[config.mk]
export PLATFORM = sky130hd
export DESIGN_NAME = fetch_queue
export DESIGN_NICKNAME = d
export VERILOG_FILES = /design/src/rtl/fetch_queue_pkg.sv /design/src/rtl/fetch_ring_buffer.sv /design/src/rtl/fetch_queue.sv
export SDC_FILE = /design/constraint.sdc
export NUM_CORES = 1
export LEC_CHECK = 0
export ABC_AREA = 1
export CAP_MARGIN = 0
export CORE_MARGIN = 3
export CORE_UTILIZATION = 45
export CTS_BUF_LIST = sky130_fd_sc_hd__clkbuf_8
export CTS_CLUSTER_DIAMETER = 30
export CTS_CLUSTER_SIZE = 12
export DETAILED_ROUTE_END_ITERATION = 7
export GPL_ROUTABILITY_DRIVEN = 1
export GPL_TIMING_DRIVEN = 1
export PLACE_DENSITY = 0.75
export SYNTH_ARGS = -nofsm -noshare
export SYNTH_HDL_FRONTEND = slang
export SYNTH_SLANG_ARGS = --single-unit
[constraint.sdc]
create_clock -name clk -period 11.55 [get_ports clk]
set_clock_uncertainty 0.05 [all_clocks]
set_input_delay 2.8875 -clock clk [delete_from_list [all_inputs] [get_ports clk]]
set_output_delay 2.8875 -clock clk [all_outputs]
set_load 0.005 [all_outputs]
[src/rtl/fetch_queue_pkg.sv]
// Shared front-end constants: PC width, decoded-word width, reset PC and step.
package fetch_queue_pkg;

  localparam int PC_WIDTH   = 32;
  localparam int DEC_WORD_W = 32;

  localparam logic [PC_WIDTH-1:0] RESET_PC_VAL = 32'h0000_0000;
  localparam logic [PC_WIDTH-1:0] PC_STEP_VAL  = 32'h0000_0004;

endpackage

[src/rtl/fetch_ring_buffer.sv]
// Power-of-two ring buffer holding {word, pc} entries for the fetch queue.
// Clear wins over push/pop; occupancy is tracked explicitly so full and empty
// are unambiguous without a spare slot.
module fetch_ring_buffer #(
  parameter int DEPTH  = 4,
  parameter int DATA_W = 64
) (
  input  logic                       clk,
  input  logic                       nrst,
  input  logic                       push,
  input  logic                       pop,
  input  logic                       clear,
  input  logic [DATA_W-1:0]          wdata,
  output logic [DATA_W-1:0]          rdata,
  output logic [$clog2(DEPTH):0]     occ
);

  localparam int AW = $clog2(DEPTH);
  localparam int CW = AW + 1;

  logic [DATA_W-1:0] mem [DEPTH];
  logic [AW-1:0]     head;
  logic [AW-1:0]     tail;
  logic [CW-1:0]     occ_q;

  // Storage write at the tail; the array itself needs no reset.
  always_ff @(posedge clk) begin
    if (push && !clear) begin
      mem[tail] <= wdata;
    end
  end

  // Pointer and occupancy bookkeeping; pointers wrap naturally at DEPTH.
  always_ff @(posedge clk or negedge nrst) begin
    if (!nrst) begin
      head  <= '0;
      tail  <= '0;
      occ_q <= '0;
    end else if (clear) begin
      head  <= '0;
      tail  <= '0;
      occ_q <= '0;
    end else begin
      if (push) tail <= tail + AW'(1);
      if (pop)  head <= head + AW'(1);
      case ({push, pop})
        2'b10:   occ_q <= occ_q + CW'(1);
        2'b01:   occ_q <= occ_q - CW'(1);
        default: occ_q <= occ_q;
      endcase
    end
  end

  assign rdata = mem[head];
  assign occ   = occ_q;

endmodule

[src/rtl/fetch_queue.sv]
// Fetch stage: owns the PC, issues one imem read per cycle while the queue
// plus the in-flight read has room, and buffers decoded words with their PCs.
// A redirect flushes everything, including the read still in flight.
module fetch_queue
  import fetch_queue_pkg::*;
#(
  parameter int              DEPTH    = 4,
  parameter int              PC_W     = PC_WIDTH,
  parameter int              WORD_W   = DEC_WORD_W,
  parameter logic [PC_W-1:0] RESET_PC = PC_W'(RESET_PC_VAL),
  parameter logic [PC_W-1:0] PC_STEP  = PC_W'(PC_STEP_VAL)
) (
  input  logic                     clk,
  input  logic                     nrst,
  output logic [PC_W-1:0]          imem_addr,
  output logic                     imem_req,
  input  logic [WORD_W-1:0]        dec_word,
  input  logic                     redirect,
  input  logic [PC_W-1:0]          redirect_pc,
  output logic                     out_valid,
  input  logic                     out_ready,
  output logic [WORD_W-1:0]        out_word,
  output logic [PC_W-1:0]          out_pc,
  output logic [$clog2(DEPTH):0]   count
);

  localparam int CW = $clog2(DEPTH) + 1;

  logic [PC_W-1:0]        pc;
  logic [PC_W-1:0]        pend_pc;
  logic                   pend;
  logic [CW-1:0]          occ;
  logic [CW:0]            committed;
  logic                   push;
  logic                   pop;
  logic [WORD_W+PC_W-1:0] head_data;

  // A same-cycle pop is deliberately not credited, so occ + pend never exceeds DEPTH.
  assign committed = {1'b0, occ} + {{CW{1'b0}}, pend};
  assign imem_req  = !redirect && (committed < (CW+1)'(DEPTH));
  assign out_valid = (occ != '0) && !redirect;
  assign push      = pend && !redirect;
  assign pop       = out_valid && out_ready;

  // PC and in-flight tracking; redirect overrides any fetch.
  always_ff @(posedge clk or negedge nrst) begin
    if (!nrst) begin
      pc      <= RESET_PC;
      pend    <= 1'b0;
      pend_pc <= RESET_PC;
    end else if (redirect) begin
      pc      <= redirect_pc;
      pend    <= 1'b0;
    end else if (imem_req) begin
      pc      <= pc + PC_STEP;
      pend    <= 1'b1;
      pend_pc <= pc;
    end else begin
      pend    <= 1'b0;
    end
  end

  fetch_ring_buffer #(
    .DEPTH  (DEPTH),
    .DATA_W (WORD_W + PC_W)
  ) u_ring (
    .clk   (clk),
    .nrst  (nrst),
    .push  (push),
    .pop   (pop),
    .clear (redirect),
    .wdata ({dec_word, pend_pc}),
    .rdata (head_data),
    .occ   (occ)
  );

  assign imem_addr = pc;
  assign out_word  = head_data[WORD_W+PC_W-1:PC_W];
  assign out_pc    = head_data[PC_W-1:0];
  assign count     = occ;

endmodule

==> reports/qor.txt, run 1 <==
post-synth top area share: 0.5789
slowest stage delay, CP: 0.69 ns
ranking of synthesized cells by area: edfxtp_1, dfrtp_1, o21ai_0
setup_tns: 0 ns
via count: 9256
setup repair bufs after CTS: 0
IO buf count: 168
CP dominant cell by count: clkdlybuf4s50_1
share of cells above drive strength 1: 0.1024
I/O pins: 169
WS Path Type: in2out
Initial Utilization: 0.4602
Cell Area, Synth: 0.01328 sq mm
sequential share of the synthesized area: 0.7145
post-CTS sizing: 0
WP data arrival: 5.66 ns
RSZ-0062 raised after global routing: no
max cap viols: 0
hold_buf cts: 0
startpoint types: input port
WP buf/inv: 5
gpl congestion: 0.8740
PwrDens: 192.1 mW/mm^2
number of synthesized flops with an enable pin: 256
DRT Pass-1 Iters: 5
Reg clk slew, reported paths: 0.07 ns
status: finished, final reports clean
Worst-Margin Slew: 1.017 ns
Bufs on Longest Clock Path: 3
Max Slew Vio Count: 0
CTS tree: done
hpwl dp: 17950 um
H-tree depth: 2
max_slew headroom: 0.3221
Crit-path slowest cell: inv_2
area occupied by multi-input gates: 0.003346 sq mm
drt via density: 5.313
grt ovf: 0
Fin. Hold Viols: 0
Worst VDD drop: 0.00008639 V
Yosys reg bits: 328
placed cell areas: 0.01529 sq mm
DR WL/cell: 17.62 um
family with the most delay on the worst path: buffers and inverters
initial antenna violation count: 0
clk root buf: clkbuf_8
Core Rows: 62
final-report setup violation count: 0
Cells after Synth: 1131
vias in the first global route: 9047
DRC violations left: 0
critical path endpoint category: output pin
antenna cells: 0
Fmax: 116.3 MHz
overall routing resource usage: 0.1917
CP required: 8.61 ns
Clk Latency, worst-skew pair: 0.58 ns
Filler Cells Inserted: 2375
Num CTS Buffers: 59
count of yosys warnings during synthesis: 0
most frequent cell after synthesis: edfxtp_1
post-synth top area cell: edfxtp_1
core area: 0.02886 sq mm
cells along the critical path: clkdlybuf4s50_1 > buf_4 > inv_4 > nand3_4 > inv_2 > clkdlybuf4s50_1
crit path time final: 8.596 ns
Detailed Route Iter0 Violations: 733
final WL: 30700 um
Async SR Flop Fraction: 0.2195
placed insts: 1634
Hold Crit Class: reg2reg
commonest cells in the netlist: edfxtp_1, nor2_1, nand2_1
Area Overhead vs Synth: 23.94%
register area: 0.009494 sq mm
syn avg cell area: 11.74 sq um
final cell count without fillers: 1742
Yosys cell types: 37
Leak: 6.022 nW
clk sink count: 328
Synth Net Count: 1205
cell area after layout: 0.01646 sq mm
Die Width: 177.8 um
period utilization: 0.7443
die area: 0.03161 sq mm
first-pass GRT wire length: 47860 um
most common flop cell mapped by yosys: edfxtp_1
Core Util, Final: 0.5704
ANT nets after route: 0
pin count of the biggest net entering global routing: 73
Final nets: 1385
maximum fanout along the worst path: 62
die height: 177.8 um
[layout by cell type (no fill, tap or decap), types with 3 or more instances in the layout]
cell	instances
clkdlybuf4s50_1	167
ha_1	5
o21ai_1	3
clkinv_1	8
nor2_1	173
nand2_2	4
clkinv_2	6
clkinv_4	5
clkinvlp_4	9
nand3_1	49
nand4_1	11
a31oi_1	3
edfxtp_1	256
xor2_1	4
dfrtp_1	70
o211ai_1	5
inv_1	57
inv_2	7
a21oi_1	9
buf_4	10
inv_6	6
nor2_4	8
o22ai_1	65
nor2_2	9
nand2_1	165
clkbuf_8	61
o21ai_0	157
[flip-flops by register name, indices dropped and copies added, names as in the netlist]
| signal | count |
|---|---|
| imem_addr | 32 |
| pend | 1 |
| u_ring.occ | 3 |
| u_ring.head | 2 |
| pend_pc | 32 |
| u_ring.tail | 2 |
| u_ring.mem | 256 |
[worst reg2reg max path, stage by stage, from the launching register on]
cell     delay [ns]
dfrtp_4        0.72
inv_4          0.65
buf_4          0.66
o21ai_0        0.23
o21ai_0        0.11
inv_1          0.07
[final cells by class]
type                    count  share of cell area
clock buffers              61             0.05101
clock inverters            47             0.02022
inverters                  56             0.01307
multi-input cells         688              0.2033
flip-flops and latches    328              0.5768
well taps                 384             0.02919
repair buffers            178              0.1064
[routing by layer]
metal | wire [um] | share of wire | GRT usage | up-vias
li1 | - | - | - | 4385
met1 | 13760 | 0.45 | 0.2656 | 4541
met2 | 14430 | 0.47 | 0.3104 | 293
met3 | 2103 | 0.069 | 0.04236 | 37
met4 | 404 | 0.013 | 0.04679 | 0
met5 | 0 | 0 | 0 | -
[worst paths after layout]
| check | start | end | slack, ns | depth (start not counted) |
|---|---|---|---|---|
| setup / recovery | redirect | imem_req | 2.95 | 6 |
| hold / removal | pend_pc[20] | u_ring.mem[3][20] | 0.47 | 0 |
| setup reg to reg | u_ring.head[0] | u_ring.head[0] | 8.95 | 5 |
| hold reg to reg | pend_pc[20] | u_ring.mem[3][20] | 0.47 | 0 |
| max in group asynchronous | nrst | u_ring.head[0] | 8.25 | 2 |
| min in group asynchronous | nrst | imem_addr[12] | 2.48 | 2 |
[through the flow]
stage / power, mW / setup slack [ns] / hold WS, ns
2_1_floorplan: 1.807 / 5.132 / 0.4260
5_1_grt: 3.329 / 2.725 / 0.4860
6_report: 3.162 / 2.954 / 0.4726
3_5_place_dp: 2.148 / 2.943 / 0.4553
4_1_cts: 3.193 / 2.926 / 0.4741
3_3_place_gp: 2.132 / 2.980 / 0.4442
[where the power goes]
group	total, mW	internal (mW)	switching [mW]
clock	1.04	0.553	0.487
combinational	0.592	0.275	0.317
sequential	1.53	1.42	0.115
total	3.16	2.24	0.918
[kinds of logic (layout without fill, tap and decap cells)]
family                   after synthesis  after routing  synth area share
AO/OA/AOI/OAI                        247            247            0.1015
XOR/XNOR                               6              6          0.003957
buffers and inverters                115            342           0.03580
flip-flops                           328            328            0.7145
AND/OR/NAND/NOR                      429            429            0.1380
adder cells (fa/ha/maj)                6              6          0.006218
Note: power is estimated with default switching activity, not from simulation.
==> inputs of run 2 (changes only) <==
- clock period: 11.55 -> 8.9 ns (I/O delays scaled with it)
==> run 2 against run 1 <==
- hold slack worse by 0.0023 ns
- global-route usage grew 0.077 points
- sequential share of layout area decreased by 0.71 points
- clock power rose by 51%
- utilization up 0.71 points
- register-to-register slack got worse by 2.6 ns
- worst setup slack got worse by 1.1 ns
- sequential power is 29% higher
- via count is 0.53% lower
- first-iteration DRC count is 3.1% higher
- combinational power up 30%
- critical path type unchanged
- critical endpoint unchanged
- largest cell class unchanged
- largest power group unchanged
==> reports/qor.txt, run 2 (synthesis results as in run 1) <==
P_int: 3.099 mW (+38%)
critical path endpoint category: output pin
switch share: 0.2830 (-0.007480)
pin count of the biggest net entering global routing: 83 (+14%)
Fin. Hold Viols: 0 (unchanged)
antenna cells: 0 (unchanged)
Core Util, Final: 0.5774 (+0.007068)
register area: 0.009494 sq mm (unchanged)
gpl congestion: 0.8521 (-2.5%)
Clock power frac: 0.364 (+0.035)
placed insts: 1635 (+0.061%)
drt via density: 5.273 (-0.76%)
dpl ws: 1.821 ns (-1.122 ns)
Initial Utilization: 0.4602 (unchanged)
H-tree depth: 2 (unchanged)
maximum fanout along the worst path: 62 (unchanged)
crit path time final: 7.069 ns
DRT Pass-1 Iters: 5 (unchanged)
slowest stage delay, CP: 0.56 ns (-0.13 ns)
CTS tree: done
die height: 177.8 um (unchanged)
area occupied by multi-input gates: 0.003346 sq mm (unchanged)
period utilization: 0.7943
post-CTS sizing: 0 (unchanged)
vias in the first global route: 9131 (+0.93%)
status: finished, final reports clean
via count: 9207 (-0.53%)
initial antenna violation count: 0 (unchanged)
setup repair bufs after CTS: 0 (unchanged)
Core Rows: 62 (unchanged)
Final nets: 1386 (+0.072%)
CP required: 6.63 ns (-1.98 ns)
RSZ-0062 raised after global routing: no
switching power: 1.223 mW (+33%)
Reg clk slew, reported paths: 0.06 ns (about the same)
WP data arrival: 4.79 ns (-0.87 ns)
IO buf count: 168 (unchanged)
Fmax: 141.5 MHz
Final Total Pwr: 4.322 mW (+37%)
placed cell areas: 0.01529 sq mm (about the same)
DRC violations left: 0 (unchanged)
final cell count without fillers: 1746 (+0.23%)
first-pass GRT wire length: 48220 um (+0.76%)
Max Slew Vio Count: 0 (unchanged)
Bufs on Longest Clock Path: 3 (unchanged)
setup_tns: 0 ns (unchanged)
max_slew headroom: 0.3397 (+0.01765)
clk root buf: clkbuf_8
hpwl dp: 17970 um (+0.13%)
final WL: 30220 um (-1.5%)
Largest Register: u_ring.mem
Worst Setup Slack, final: 1.831 ns (-1.123 ns)
Die Width: 177.8 um (unchanged)
hold_buf cts: 0 (unchanged)
most common cell after layout, fill and taps aside: edfxtp_1
Leak: 6.096 nW (+1.2%)
die area: 0.03161 sq mm (unchanged)
PwrDens: 259.4 mW/mm^2 (+35%)
Seq pwr share: 0.457 (-0.027)
most frequent cells in the layout: edfxtp_1, nor2_1, clkdlybuf4s50_1
ANT nets after route: 0 (unchanged)
overall routing resource usage: 0.1924 (+0.0007655)
Clk Latency, worst-skew pair: 0.57 ns (about the same)
Hold Crit Class: reg2reg
Combinational Power Share: 0.179 (-0.008)
cells along the critical path: clkdlybuf4s50_1 > buf_4 > inv_4 > nand3_4 > buf_4 > inv_2 > clkdlybuf4s50_1
DR WL/cell: 17.31 um (-1.8%)
Detailed Route Iter0 Violations: 756 (+3.1%)
Area Overhead vs Synth: 25.48%
I/O pins: 169 (unchanged)
share of cells above drive strength 1: 0.1094 (+0.007042)
clk sink count: 328 (unchanged)
max cap viols: 0 (unchanged)
Worst VDD drop: 0.0001167 V (+35%)
Crit-path slowest cell: clkdlybuf4s50_1
grt ovf: 0 (unchanged)
Worst-Margin Slew: 0.9880 ns (-0.02882 ns)
number of flip-flops in the largest register: 256 (unchanged)
core area: 0.02886 sq mm (unchanged)
cell area after layout: 0.01666 sq mm (+1.2%)
WS Path Type: in2out
final-report setup violation count: 0 (unchanged)
startpoint types: input port
Num CTS Buffers: 59 (unchanged)
Filler Cells Inserted: 2337 (-1.6%)
hold slack: 0.4704 ns (-0.002272 ns)
## run 2: cell count changes in the layout (fill, tap and decap cells not counted)
cell / before / now
buf_4: 10 / 11
bufinv_16: 2 / 8
clkinv_1: 8 / 5
clkinv_2: 6 / 3
clkinvlp_4: 9 / 12
inv_1: 57 / 54
inv_6: 6 / 7
inv_8: 1 / 3
## run 2: final timing paths
| check | startpoint | to | slack (ns) | cells after the start |
|---|---|---|---|---|
| worst max-delay path | redirect | imem_req | 1.83 | 7 |
| worst min-delay path | pend_pc[20] | u_ring.mem[2][20] | 0.47 | 0 |
| worst max register to register | u_ring.tail[0] | u_ring.mem[2][60] | 6.37 | 5 |
| worst min register to register | pend_pc[20] | u_ring.mem[2][20] | 0.47 | 0 |
| max in group asynchronous | nrst | u_ring.head[0] | 6.26 | 2 |
| min in group asynchronous | nrst | imem_addr[28] | 1.83 | 2 |
## run 2: critical path, delay by kind of cell
family / cells / cell delay [ns]
buffers and inverters: 6 / 2.42
AND/OR/NAND/NOR: 1 / 0.11
## run 2: metal layers
| metal | routed length (um) | track usage | vias to the layer above |
|---|---|---|---|
| met5 | 0 | 0 | - |
| li1 | - | - | 4400 |
| met2 | 14200 | 0.3120 | 363 |
| met4 | 467 | 0.05072 | 0 |
| met1 | 13170 | 0.2630 | 4402 |
| met3 | 2384 | 0.04514 | 42 |
## run 2: final cells by class
class,count,share of cell area
multi-input combinational,688,0.2008
clock inverter,50,0.03176
sequential,328,0.5698
timing repair buffer,179,0.1056
inverter,56,0.01291
clock buffer,61,0.05038
tap,384,0.02883
## run 2: power by group through the flow
stage               clock [mW]  combinational (mW)  sequential, mW
detailed placement           0               0.781            2.01
CTS                       1.61               0.784            1.98
global route              1.68               0.864            2.00
floorplan                    0               0.395            1.95
global placement             0               0.767            2.00
finish                    1.57               0.772            1.98
==> inputs of run 3 (changes only) <==
- clock period: 8.9 -> 7.1 ns (I/O delays scaled with it)
==> run 3 against run 2 <==
- register-to-register slack worse by 1.6 ns
- final cell count is 0.17% lower
- sequential share of layout area hardly changed
- die area stayed put
- design area hardly changed
- via count is 0.26% higher
- combinational power is 26% higher
- clock-buffer cell count is 1 lower
- worst setup slack worse by 0.21 ns
- routed wire length is 1.3% higher
- sequential power is 25% higher
==> reports/qor.txt, run 3 (synthesis results as in run 1) <==
Reg2Reg Launch Point: u_ring.tail[0]
vias in the first global route: 9186 (+0.60%)
startpoint types: input port
max cap viols: 0 (unchanged)
core area: 0.02886 sq mm (unchanged)
CP required: 5.28 ns (-1.35 ns)
Detailed Route Iter0 Violations: 776 (+2.6%)
ANT nets after route: 0 (unchanged)
Leak: 6.111 nW (+0.24%)
Hold Crit Class: reg2reg
crit path time final: 5.478 ns
R2R setup slack: 4.76 ns (-1.61 ns)
die height: 177.8 um (unchanged)
period utilization: 0.7716
Final nets: 1385 (-0.072%)
Fmax: 182.5 MHz
Worst VDD drop: 0.0001571 V (+35%)
status: finished, final reports clean
share of cells above drive strength 1: 0.1141 (+0.004657)
H-tree depth: 2 (unchanged)
DR WL/cell: 17.56 um (+1.4%)
hpwl dp: 18280 um (+1.7%)
I/O pins: 169 (unchanged)
Num CTS Buffers: 57 (-3.4%)
WS Path Type: in2out
final-report setup violation count: 0 (unchanged)
grt ovf: 0 (unchanged)
setup repair bufs after CTS: 0 (unchanged)
die area: 0.03161 sq mm (unchanged)
DRT Pass-1 Iters: 5 (unchanged)
Core Rows: 62 (unchanged)
hold path cells: 0 (unchanged)
maximum fanout along the worst path: 31 (-50%)
number of flip-flops in the largest register: 256 (unchanged)
clk sink count: 328 (unchanged)
post-CTS sizing: 0 (unchanged)
Filler Cells Inserted: 2361 (+1.0%)
R2R cell count: 5 (unchanged)
drt via density: 5.296 (+0.43%)
FF-to-FF End: u_ring.mem[2][49]
initial antenna violation count: 0 (unchanged)
Area Overhead vs Synth: 25.52% (about the same)
clk root buf: clkbuf_8
Bufs on Longest Clock Path: 3 (unchanged)
most common cell after layout, fill and taps aside: edfxtp_1
most frequent cells in the layout: edfxtp_1, nor2_1, clkdlybuf4s50_1
RSZ-0062 raised after global routing: no
via count: 9231 (+0.26%)
Reg clk slew, reported paths: 0.07 ns (about the same)
Largest Register: u_ring.mem
Clk Latency, worst-skew pair: 0.59 ns (+0.02 ns)
final WL: 30610 um (+1.3%)
max_slew headroom: 0.3788 (+0.03904)
gpl congestion: 0.8503 (-0.21%)
cell area after layout: 0.01667 sq mm (about the same)
placed cell areas: 0.01530 sq mm (about the same)
setup_tns: 0 ns (unchanged)
Hold Startpoint: pend_pc[7]
first-pass GRT wire length: 49000 um (+1.6%)
Final Total Pwr: 5.440 mW (+26%)
CTS tree: done
Max Slew Vio Count: 0 (unchanged)
antenna cells: 0 (unchanged)
WP data arrival: 3.65 ns (-1.14 ns)
DRC violations left: 0 (unchanged)
critical path endpoint category: output pin
Worst-Margin Slew: 0.9318 ns (-0.05621 ns)
Initial Utilization: 0.4602 (unchanged)
pin count of the biggest net entering global routing: 91 (+9.6%)
hold_buf cts: 0 (unchanged)
Hold EP: u_ring.mem[1][7]
overall routing resource usage: 0.1952 (+0.002783)
PwrDens: 326.4 mW/mm^2 (+26%)
Core Util, Final: 0.5777 (about the same)
Fin. Hold Viols: 0 (unchanged)
Die Width: 177.8 um (unchanged)
IO buf count: 168 (unchanged)
[run 3: layout make-up]
class                      instances  area [sq um]  area share
sequential                       328          9494      0.5695
tap                              384         480.5     0.02882
inverter                          56         215.2     0.01291
clock inverter                    47         541.8     0.03250
multi-input combinational        688          3346      0.2007
clock buffer                      60         825.8     0.04954
timing repair buffer             180          1767      0.1060
[run 3: stage by stage]
stage	instances	hold WS (ns)	setup slack (ns)
floorplan	1131	0.4260	1.795
global placement	1636	0.4482	1.645
detailed placement	1636	0.4603	1.638
CTS	1743	0.4652	1.634
global route	1743	0.4863	1.522
finish	1743	0.4671	1.622
[run 3: worst max-delay path, cell delays in order]
cell	delay (ns)
clkdlybuf4s50_1	0.46
inv_4	0.25
nand3_4	0.11
inv_2	0.42
clkdlybuf4s50_1	0.62
[run 3: report_power, final]
| group | switching [mW] | internal, mW |
|---|---|---|
| combinational | 0.523 | 0.449 |
| sequential | 0.177 | 2.30 |
| clock | 0.858 | 1.13 |
[run 3: per-layer routing]
metal,up-vias,track usage,share of wire
met2,342,0.3077,0.46
met4,0,0.05694,0.020
met3,47,0.04493,0.077
li1,4380,-,-
met5,-,0,0
met1,4462,0.2732,0.44
[run 3: how the worst max path moves through the flow]
stage                     startpoint               end  slack (ns)  cells after the start
after floorplan             redirect  u_ring.mem[0][0]        1.79                      4
after global placement      redirect          imem_req        1.64                      5
after detailed placement    redirect          imem_req        1.64                      5
after CTS                   redirect          imem_req        1.63                      5
after global routing        redirect          imem_req        1.52                      5
final                       redirect          imem_req        1.62                      5
